$ cat src/rtl/cpu6502_addr_bus.sv
// Address-bus datapath: ADL/ADH byte selection, the ADH byte offered to the PCH select,
// and the ABL/ABH external address register pair.
module cpu6502_addr_bus #(
    parameter logic [15:0] RESET_ADDR = 16'h0000
) (
    input  logic        i_clk,
    input  logic        i_reset,
    input  logic [2:0]  i_adl_sel,
    input  logic [2:0]  i_adh_sel,
    input  logic        i_load_abl,
    input  logic        i_load_abh,
    input  logic [7:0]  i_data_i,
    input  logic [7:0]  i_alu,
    input  logic [7:0]  i_pcls,
    input  logic [7:0]  i_pchs,
    input  logic [7:0]  i_reg_s,
    input  logic [7:0]  i_vector_lo,
    output logic [7:0]  o_adl_abl,
    output logic [7:0]  o_adh_abh,
    output logic [7:0]  o_adh_pchs,
    output logic [15:0] o_address
);

    localparam logic [2:0] ADL_PC  = 3'd0;
    localparam logic [2:0] ADL_DI  = 3'd1;
    localparam logic [2:0] ADL_S   = 3'd2;
    localparam logic [2:0] ADL_ALU = 3'd3;
    localparam logic [2:0] ADL_VEC = 3'd4;

    localparam logic [2:0] ADH_PC  = 3'd0;
    localparam logic [2:0] ADH_DI  = 3'd1;
    localparam logic [2:0] ADH_ALU = 3'd2;
    localparam logic [2:0] ADH_ZP  = 3'd3;
    localparam logic [2:0] ADH_STK = 3'd4;
    localparam logic [2:0] ADH_VEC = 3'd5;

    logic [7:0] w_adl;
    logic [7:0] w_adh;
    logic [7:0] w_adh_pchs;
    logic [7:0] r_abl;
    logic [7:0] r_abh;

    always_comb begin
        w_adl = 8'h00;
        case (i_adl_sel)
            ADL_PC:  w_adl = i_pcls;
            ADL_DI:  w_adl = i_data_i;
            ADL_S:   w_adl = i_reg_s;
            ADL_ALU: w_adl = i_alu;
            ADL_VEC: w_adl = i_vector_lo;
            default: w_adl = 8'h00;
        endcase
    end

    // Fixed pages: zero page, stack page 1, and page FF for vector fetches.
    always_comb begin
        w_adh = 8'h00;
        case (i_adh_sel)
            ADH_PC:  w_adh = i_pchs;
            ADH_DI:  w_adh = i_data_i;
            ADH_ALU: w_adh = i_alu;
            ADH_ZP:  w_adh = 8'h00;
            ADH_STK: w_adh = 8'h01;
            ADH_VEC: w_adh = 8'hFF;
            default: w_adh = 8'h00;
        endcase
    end

    // PCH reload comes from the ALU only for indexed/relative results; otherwise
    // from the data bus (jump targets, return addresses, vector high byte).
    always_comb begin
        w_adh_pchs = i_data_i;
        if (i_adh_sel == ADH_ALU) begin
            w_adh_pchs = i_alu;
        end
    end

    always_ff @(posedge i_clk) begin
        if (i_reset) begin
            r_abl <= RESET_ADDR[7:0];
            r_abh <= RESET_ADDR[15:8];
        end else begin
            if (i_load_abl) begin
                r_abl <= w_adl;
            end
            if (i_load_abh) begin
                r_abh <= w_adh;
            end
        end
    end

    assign o_adl_abl  = w_adl;
    assign o_adh_abh  = w_adh;
    assign o_adh_pchs = w_adh_pchs;
    assign o_address  = {r_abh, r_abl};

endmodule

$ cat config.mk
export PLATFORM = sky130hd
export DESIGN_NAME = cpu6502_addr_bus
export DESIGN_NICKNAME = d
export VERILOG_FILES = /design/src/rtl/cpu6502_addr_bus.sv
export SDC_FILE = /design/constraint.sdc
export NUM_CORES = 1
export LEC_CHECK = 0
export CAP_MARGIN = 20
export CELL_PAD_IN_SITES_DETAIL_PLACEMENT = 0
export CELL_PAD_IN_SITES_GLOBAL_PLACEMENT = 2
export CORE_MARGIN = 8
export CORE_UTILIZATION = 17
export DETAILED_ROUTE_END_ITERATION = 7
export GPL_ROUTABILITY_DRIVEN = 1
export HOLD_SLACK_MARGIN = 0.12
export PLACE_DENSITY = 0.89
export SYNTH_ARGS = -nofsm -noshare
export SYNTH_HDL_FRONTEND = slang
export SYNTH_SLANG_ARGS = --single-unit
$ cat constraint.sdc
create_clock -name i_clk -period 1.4 [get_ports i_clk]
set_input_delay 0.28 -clock i_clk [delete_from_list [all_inputs] [get_ports i_clk]]
set_output_delay 0.28 -clock i_clk [all_outputs]
set_load 0.02 [all_outputs]
Word-level counts from Yosys, hierarchy flattened
Cells that the tools add are included.
- flip-flop bits (word level): 16
- input bits: 58
- output and inout port bits: 40
- logic and storage cells: 15
- equality and inequality tests: 8
- mux-type cells: 3
- reductions and logical operators: 2
- operator list (cell ; count):
    $pmux W8 S5 ; 2
    $eq A3 B2 Y1 const B ; 3
    $eq A3 B3 Y1 const B ; 3
    $mux W8 ; 1
    $eq A3 B1 Y1 const B ; 2
    $logic_not A3 Y1 ; 2

Logic depth before layout (Yosys ltp)
Gate-level depths: netlist (run 1).
- word-level depth: 2
- gate-level depth with buffers: 5
- mapped depth without buffers: 3

Worst setup path before layout (run 1)
No wires, ideal clock.
- path type: in2out
- start point: input port i_adl_sel[0]
- end point: output port o_adl_abl[1]
- arrival time: 1.157 ns
- data required time: 1.120 ns
- setup slack: -0.037 ns
- stages on the path: 5
- path buffers: 2
- path through: buf_6 -> buf_8 -> mux2_2 -> a22oi_1 -> nand2_1
- longest elaborated chain between the ends: 2
- elaborated cells on any way between the ends: 6
- classes of those cells: eq/ne (4); mux (1); reduce/logical (1)
- RTL lines (item ; line ; source):
    start: declaration ; 8 ; input logic [2:0] i_adl_sel,
    $eq A3 B3 Y1, or another cell as far along ; 45 ; case (i_adl_sel)
    $pmux W8 S5 * ; 45 ;
    end: declaration ; 18 ; output logic [7:0] o_adl_abl,
Mark *: on every way between the ends. The rest lies on a longest branch, timed or not.

Final worst setup path (run 1)
- start point: input port i_adl_sel[0]
- end point: output port o_adl_abl[0]
Same word-level chain as after synthesis.

==> results of run 1 <==
==> power by group through the flow <==
stage,logic (mW),registers [mW],clock network [mW]
5_1_grt,1.01,0.506,0.414
2_1_floorplan,0.306,0.554,0
6_report,0.942,0.502,0.373
3_3_place_gp,0.813,0.513,0
4_1_cts,0.926,0.502,0.403
3_5_place_dp,0.816,0.514,0
==> path summary, 6_finish.rpt <==
check                        startpoint                     to  cells after the start
setup / recovery           i_adl_sel[0]           o_adl_abl[0]                      6
hold / removal                 i_alu[6]  r_abh[6]$_SDFFE_PP0P_                      3
setup reg to reg  r_abl[6]$_SDFFE_PP0P_  r_abl[6]$_SDFFE_PP0P_                      2
hold reg to reg   r_abh[2]$_SDFFE_PP0P_  r_abh[2]$_SDFFE_PP0P_                      2
==> layer usage <==
metal | vias up | wire [µm]
met1 | 803 | 2840
met5 | - | 13
met2 | 70 | 3180
met4 | 2 | 14
li1 | 879 | -
met3 | 4 | 632
==> critical path: cells and delay by family <==
family / cells / cell delay, ns
buffers and inverters: 3 / 0.39
and+or+nand+nor: 1 / 0.09
muxes: 1 / 0.31
AOI/OAI and AO/OA: 1 / 0.19
==> through the flow <==
step | power, mW | hold slack, ns | worst slack [ns]
floorplan | 0.861 | 0.476 | 0.0191
global placement | 1.33 | 0.474 | -1.14
detailed placement | 1.33 | 0.478 | -1.15
CTS | 1.83 | 0.454 | -0.127
global route | 1.93 | 0.416 | -0.164
finish | 1.82 | 0.405 | -0.131
==> repair_timing <==
action / in CTS / in global routing
endpoints found under the setup margin: 56 / 23
gates resized for setup: 305 / 24
pin swaps: 41 / 8
setup buffers: 11 / 3
gates cloned: 3 / 0
==> area by class of cell <==
class | instances | area (µm²) | share of cell area [%]
Tap cell | 102 | 128 | 4.11
Antenna cell | 1 | 2.50 | 0.0806
Sequential cell | 16 | 320 | 10.3
Multi-Input combinational cell | 127 | 1160 | 37.3
Inverter | 8 | 33.8 | 1.09
Timing Repair Buffer | 142 | 1420 | 45.8
Clock buffer | 3 | 41.3 | 1.33
==> registers in the layout (all words and copies together), names as in the netlist <==
name / count
r_abh: 8
r_abl: 8
==> layout by cell type (no fill, tap or decap), drive strengths merged, types with 2 or more instances in the layout <==
master	netlist	final
clkdlybuf4s50	0	15
dfxtp	16	16
nor2	17	17
nor2b	8	8
a311oi	16	16
mux2	8	8
a22oi	7	7
nand2	24	24
o221ai	7	7
nand3b	15	15
dlygate4sd2	0	47
nand2b	2	2
buf	8	75
inv	8	7
dlymetal6s2s	0	4
o21ai	7	7
a21o	9	9
clkbuf	8	3
==> logic make-up (layout without fill, tap and decap cells) <==
family | after synthesis | count (layout) | synth area share [%]
other | 0 | 1 | 0
buffers and inverters | 24 | 153 | 9.56
AND/OR/NAND/NOR | 70 | 70 | 29.3
multiplexers | 9 | 9 | 7.73
flip-flops | 16 | 16 | 24.7
AO/OA/AOI/OAI | 48 | 48 | 28.7
==> results.py, run 1 <==
metrics = {
    "run_status": {
        "outcome": "finished, violations left",
        "violations": "negative setup slack",
    },
    "route": {
        "vias": 1758,
        "viasPerCell": 4.41,
        "drt-pass1-iter-count": 4,
        "wl_um": 6680,
        "ant_nets": 0,
        "drtIter0Drc": 52,
        "drc_errors": 0,
        "wire_per_inst_um": 16.7,
    },
    "setup_path": {
        "critPathMostFrequentCell": "buf_12",
        "path_class": "input port to output pin",
        "cp_max_fo": 8,
        "critPathMaxStageDelay_ns": 0.31,
        "cp.required_ns": 1.12,
        "critPathArrivalTime_ns": 1.25,
        "cp-start-kind": "input port",
        "worst_setup_path_end_kind": "output pin",
        "worst-r2r-setup-slack_ns": 0.69,
        "slowest_stage": "mux2_4",
        "critical_path.cell_chain": "buf_12 > buf_12 > mux2_4 > a22oi_2 > nand2_1 > buf_6",
    },
    "grt": {
        "grt_first_pass_wirelength_um": 10100,
        "track_usage_pct": 12.4,
        "top_usage_layer": "met2",
        "grt_overflow_total": 0,
        "antenna_found_initial": 1,
        "grt_pass1_vias": 1879,
        "use_met3_pct": 4.69,
        "grt_max_degree": 17,
        "use_met1_pct": 15.2,
        "grtUsageMet2_pct": 20.8,
    },
    "pwr": {
        "powerDensity_mw_per_mm2": 585,
        "p_leak_nw": 1.46,
        "p_switching_uw": 634,
        "switching_share_pct": 34.9,
        "combPwrFrac_pct": 51.8,
        "clkPwrFrac_pct": 20.5,
        "peakVddDrop_mv": 0.311,
        "p_int_mw": 1.18,
        "seq_power_share_pct": 27.6,
    },
    "placed_design": {
        "place.gp.congestion": 0.751,
        "port_buffers": 97,
        "place_inst": 379,
        "hpwl_um": 5010,
        "postPlaceCellArea_mm2": 0.00258,
    },
    "sta": {
        "rsz0062_at_grt": "true",
        "clock.fmax_ghz": 0.653,
        "maxSlewHeadroom_pct": 80.8,
        "worst_slew_pin_slew_ns": 0.287,
        "period_minus_slack_ns": 1.53,
        "fin_tns_setup_ns": -1.21,
        "finalClockSkew_ns": 0,
        "finalCritPeriodShare_pct": 109,
        "timing.final.ws_setup_ns": -0.131,
        "setup_viol": 20,
        "drv_slew": 0,
        "hold_violations": 0,
    },
    "clock_network": {
        "cts.clk_slew.worst_paths_ns": 0.07,
        "clock-sinks": 16,
        "cts_buffer_depth": 2,
        "cts_buffers": 3,
        "clkLatencyLatePin_ns": 0.25,
        "postCtsHoldBufs": 0,
        "htreeDepth": 1,
        "tritoncts": "done",
        "root_buffer": "clkbuf_8",
    },
    "floorplan": {
        "rows": 32,
        "die_w_um": 103,
        "dieArea_mm2": 0.0107,
        "core_region_area_mm2": 0.00757,
        "die_h_um": 103,
        "start_util_pct": 17.1,
        "ios": 98,
    },
    "synth": {
        "synth_edf_count": 0,
        "syn_inst": 167,
        "synth.most_common_cell": "nand2_1",
        "synth.distinct_cells": 28,
        "syn_area_mm2": 0.00129,
        "synthArstFlopShare_pct": 0,
        "yosys-top-cells-count": "24 x nand2_1, 17 x nor2_1, 16 x a311oi_1, 16 x dfxtp_1, 15 x nand3b_1",
        "ys_seq_area_share_pct": 24.7,
        "syn_area_per_cell_um2": 7.75,
        "ys_ff_latch": 16,
        "synth_area_leaders": "dfxtp_1 25%, a311oi_1 11%, nand3b_1 8.7%",
        "synth_area_leader_cell": "dfxtp_1",
        "synth_top_area_share_pct": 24.7,
        "synthesis.nets": 225,
        "yosysWarnings": 0,
        "synth_top_flop_cell": "dfxtp_1",
    },
    "final_layout": {
        "fin_nets": 356,
        "fin_util_pct": 41.0,
        "syn2layout_area_growth_pct": 140,
        "drive_above_1_share_pct": 45.6,
        "fin_cells": 399,
        "n_fill_cell": 759,
        "fin_area_mm2": 0.00310,
    },
    "run": {
        "drv_cap": 0,
    },
    "min_path": {
        "hold_path_class": "input port to register",
    },
}
Power figures use the tool's default switching activity.
==> run 2: changes to the inputs <==
--- a/config.mk
+++ b/config.mk
@@ -10,6 +10,7 @@
 export CELL_PAD_IN_SITES_GLOBAL_PLACEMENT = 2
 export CORE_MARGIN = 8
 export CORE_UTILIZATION = 17
+export CTS_BUF_LIST = sky130_fd_sc_hd__clkbuf_2
 export DETAILED_ROUTE_END_ITERATION = 7
 export GPL_ROUTABILITY_DRIVEN = 1
 export HOLD_SLACK_MARGIN = 0.12
==> results.py, run 2 (same netlist as run 1, synthesis figures left out) <==
metrics = {
    "run_status": {
        "outcome": "finished, violations left",
        "violations": "negative setup slack",
    },
    "clock_network": {
        "cts.clk_slew.worst_paths_ns": 0.18,
        "root_buffer": "clkbuf_2",
        "clkLatencyLatePin_ns": 0.30,
        "clock-sinks": 16,
        "tritoncts": "done",
        "cts_buffer_depth": 2,
        "cts_buffers": 3,
        "htreeDepth": 1,
    },
    "floorplan": {
        "dieArea_mm2": 0.0107,
        "rows": 32,
        "die_w_um": 103,
        "core_region_area_mm2": 0.00757,
        "start_util_pct": 17.1,
        "ios": 98,
        "die_h_um": 103,
    },
    "final_layout": {
        "layout_common_cells": "48 x dlygate4sd2_1, 37 x buf_6, 27 x buf_4",
        "drive_above_1_share_pct": 45.6,
        "syn2layout_area_growth_pct": 139,
        "mostFrequentLayoutCell": "dlygate4sd2_1",
        "fin_area_mm2": 0.00309,
        "fin_nets": 358,
        "top_regs": "r_abh x8, r_abl x8",
    },
    "sta": {
        "hold_violations": 0,
        "clock.fmax_ghz": 0.646,
        "rsz0062_at_grt": "true",
        "worst_slew_pin_slew_ns": 0.284,
        "drv_slew": 0,
        "setup_viol": 21,
        "maxSlewHeadroom_pct": 81.0,
        "period_minus_slack_ns": 1.55,
        "timing.final.ws_setup_ns": -0.147,
        "finalCritPeriodShare_pct": 111,
        "finalClockSkew_ns": 0,
    },
    "min_path": {
        "min_to": "r_abh[0]$_SDFFE_PP0P_",
        "hold_path_class": "input port to register",
        "min_from": "i_adh_sel[2]",
        "hold_depth": 4,
    },
    "grt": {
        "grt_max_degree": 17,
        "track_usage_pct": 12.4,
        "grt_overflow_total": 0,
        "grt_first_pass_wirelength_um": 10100,
        "antenna_found_initial": 1,
        "grt_pass1_vias": 1877,
    },
    "setup_path": {
        "rr_startpoint": "r_abl[2]$_SDFFE_PP0P_",
        "worst-r2r-setup-slack_ns": 0.67,
        "path_buf_inv": 3,
        "critical_path.cell_chain": "buf_12 > buf_12 > mux2_4 > a22oi_2 > nand2_1 > buf_6",
        "rr_worst_depth": 2,
        "r2r-end": "r_abl[2]$_SDFFE_PP0P_",
        "critPathMaxStageDelay_ns": 0.30,
        "critical_path.top_delay_family": "buffers and inverters",
        "path_class": "input port to output pin",
        "cp.required_ns": 1.12,
        "worst_setup_path_end_kind": "output pin",
        "critPathMostFrequentCell": "buf_12",
        "cp-start-kind": "input port",
        "critPathArrivalTime_ns": 1.27,
        "cp_max_fo": 8,
        "slowest_stage": "mux2_4",
    },
    "pwr": {
        "combPwrFrac_pct": 56.3,
        "p_int_mw": 1.06,
        "p_leak_nw": 1.45,
        "switching_share_pct": 37.2,
        "p_switching_uw": 627,
        "powerDensity_mw_per_mm2": 544,
        "seq_power_share_pct": 29.9,
        "peakVddDrop_mv": 0.226,
        "total_power_mw": 1.68,
        "clkPwrFrac_pct": 13.8,
    },
    "placed_design": {
        "hpwl_um": 5010,
        "place.gp.congestion": 0.751,
        "port_buffers": 97,
        "postPlaceCellArea_mm2": 0.00258,
        "pre_cts_ws_ns": -1.15,
    },
    "route": {
        "wire_per_inst_um": 16.7,
        "wl_um": 6690,
        "drc_errors": 0,
        "vias": 1756,
        "drtIter0Drc": 54,
        "ant_nets": 0,
        "drt-pass1-iter-count": 4,
        "viasPerCell": 4.38,
    },
    "run": {
        "drv_cap": 0,
    },
}
[run 2: metrics by stage]
| stage | setup TNS [ns] | hold slack [ns] | util, % | instances |
|---|---|---|---|---|
| 2_1_floorplan | 0 | 0.476 | - | 167 |
| 3_3_place_gp | -29.21 | 0.474 | 34.1 | 379 |
| 3_5_place_dp | -30.17 | 0.478 | 34.1 | 379 |
| 4_1_cts | -1.57 | 0.352 | 39.3 | 396 |
| 5_1_grt | -2.41 | 0.347 | 40.9 | 400 |
| 6_report | -1.19 | 0.384 | 40.9 | 401 |
[run 2: worst register-to-register path: stages (launching register included)]
cell and delay (ns):
dfxtp_1 0.37, nor2_1 0.04, a311oi_1 0.24
[run 2: worst max-delay path by stage]
stage / depth (start not counted) / endpoint / start
4_1_cts: 5 / o_adl_abl[0] / i_reg_s[0]
6_report: 6 / o_adl_abl[0] / i_adl_sel[0]
5_1_grt: 6 / o_adl_abl[0] / i_adl_sel[0]
2_1_floorplan: 4 / o_adl_abl[3] / i_adl_sel[0]
3_3_place_gp: 5 / o_adl_abl[0] / i_adl_sel[1]
3_5_place_dp: 5 / o_adl_abl[0] / i_adl_sel[1]
[run 2: layout make-up]
type / instances / area (µm²)
fillers: 762 / 4470
repair buffers: 144 / 1440
multi-input cells: 127 / 1150
flip-flops and latches: 16 / 320
well taps: 102 / 128
inverters: 8 / 33.8
clock buffers: 3 / 15.0
diodes: 1 / 2.50
[run 2: layer usage]
layer / up-vias / track usage, % / wire (µm)
li1: 881 / - / -
met1: 796 / 15.2 / 2800
met2: 73 / 20.8 / 3180
met3: 4 / 4.89 / 676
met4: 2 / 0.667 / 18
met5: - / 0 / 13
[run 2: power by group through the flow]
stage / sequential, mW / combinational (mW) / clock (mW)
after CTS: 0.503 / 0.923 / 0.260
after detailed placement: 0.514 / 0.816 / 0
after global placement: 0.513 / 0.813 / 0
after global routing: 0.508 / 1.02 / 0.272
final: 0.503 / 0.948 / 0.233
after floorplan: 0.554 / 0.306 / 0
[run 2: timing repair]
item	in CTS	in global routing
endpoints found under the setup margin	49	23
pin swaps	39	8
endpoints found under the hold margin	0	0
cloned	3	0
resized for setup	305	25
setup buffers	11	5
hold buffers	0	0
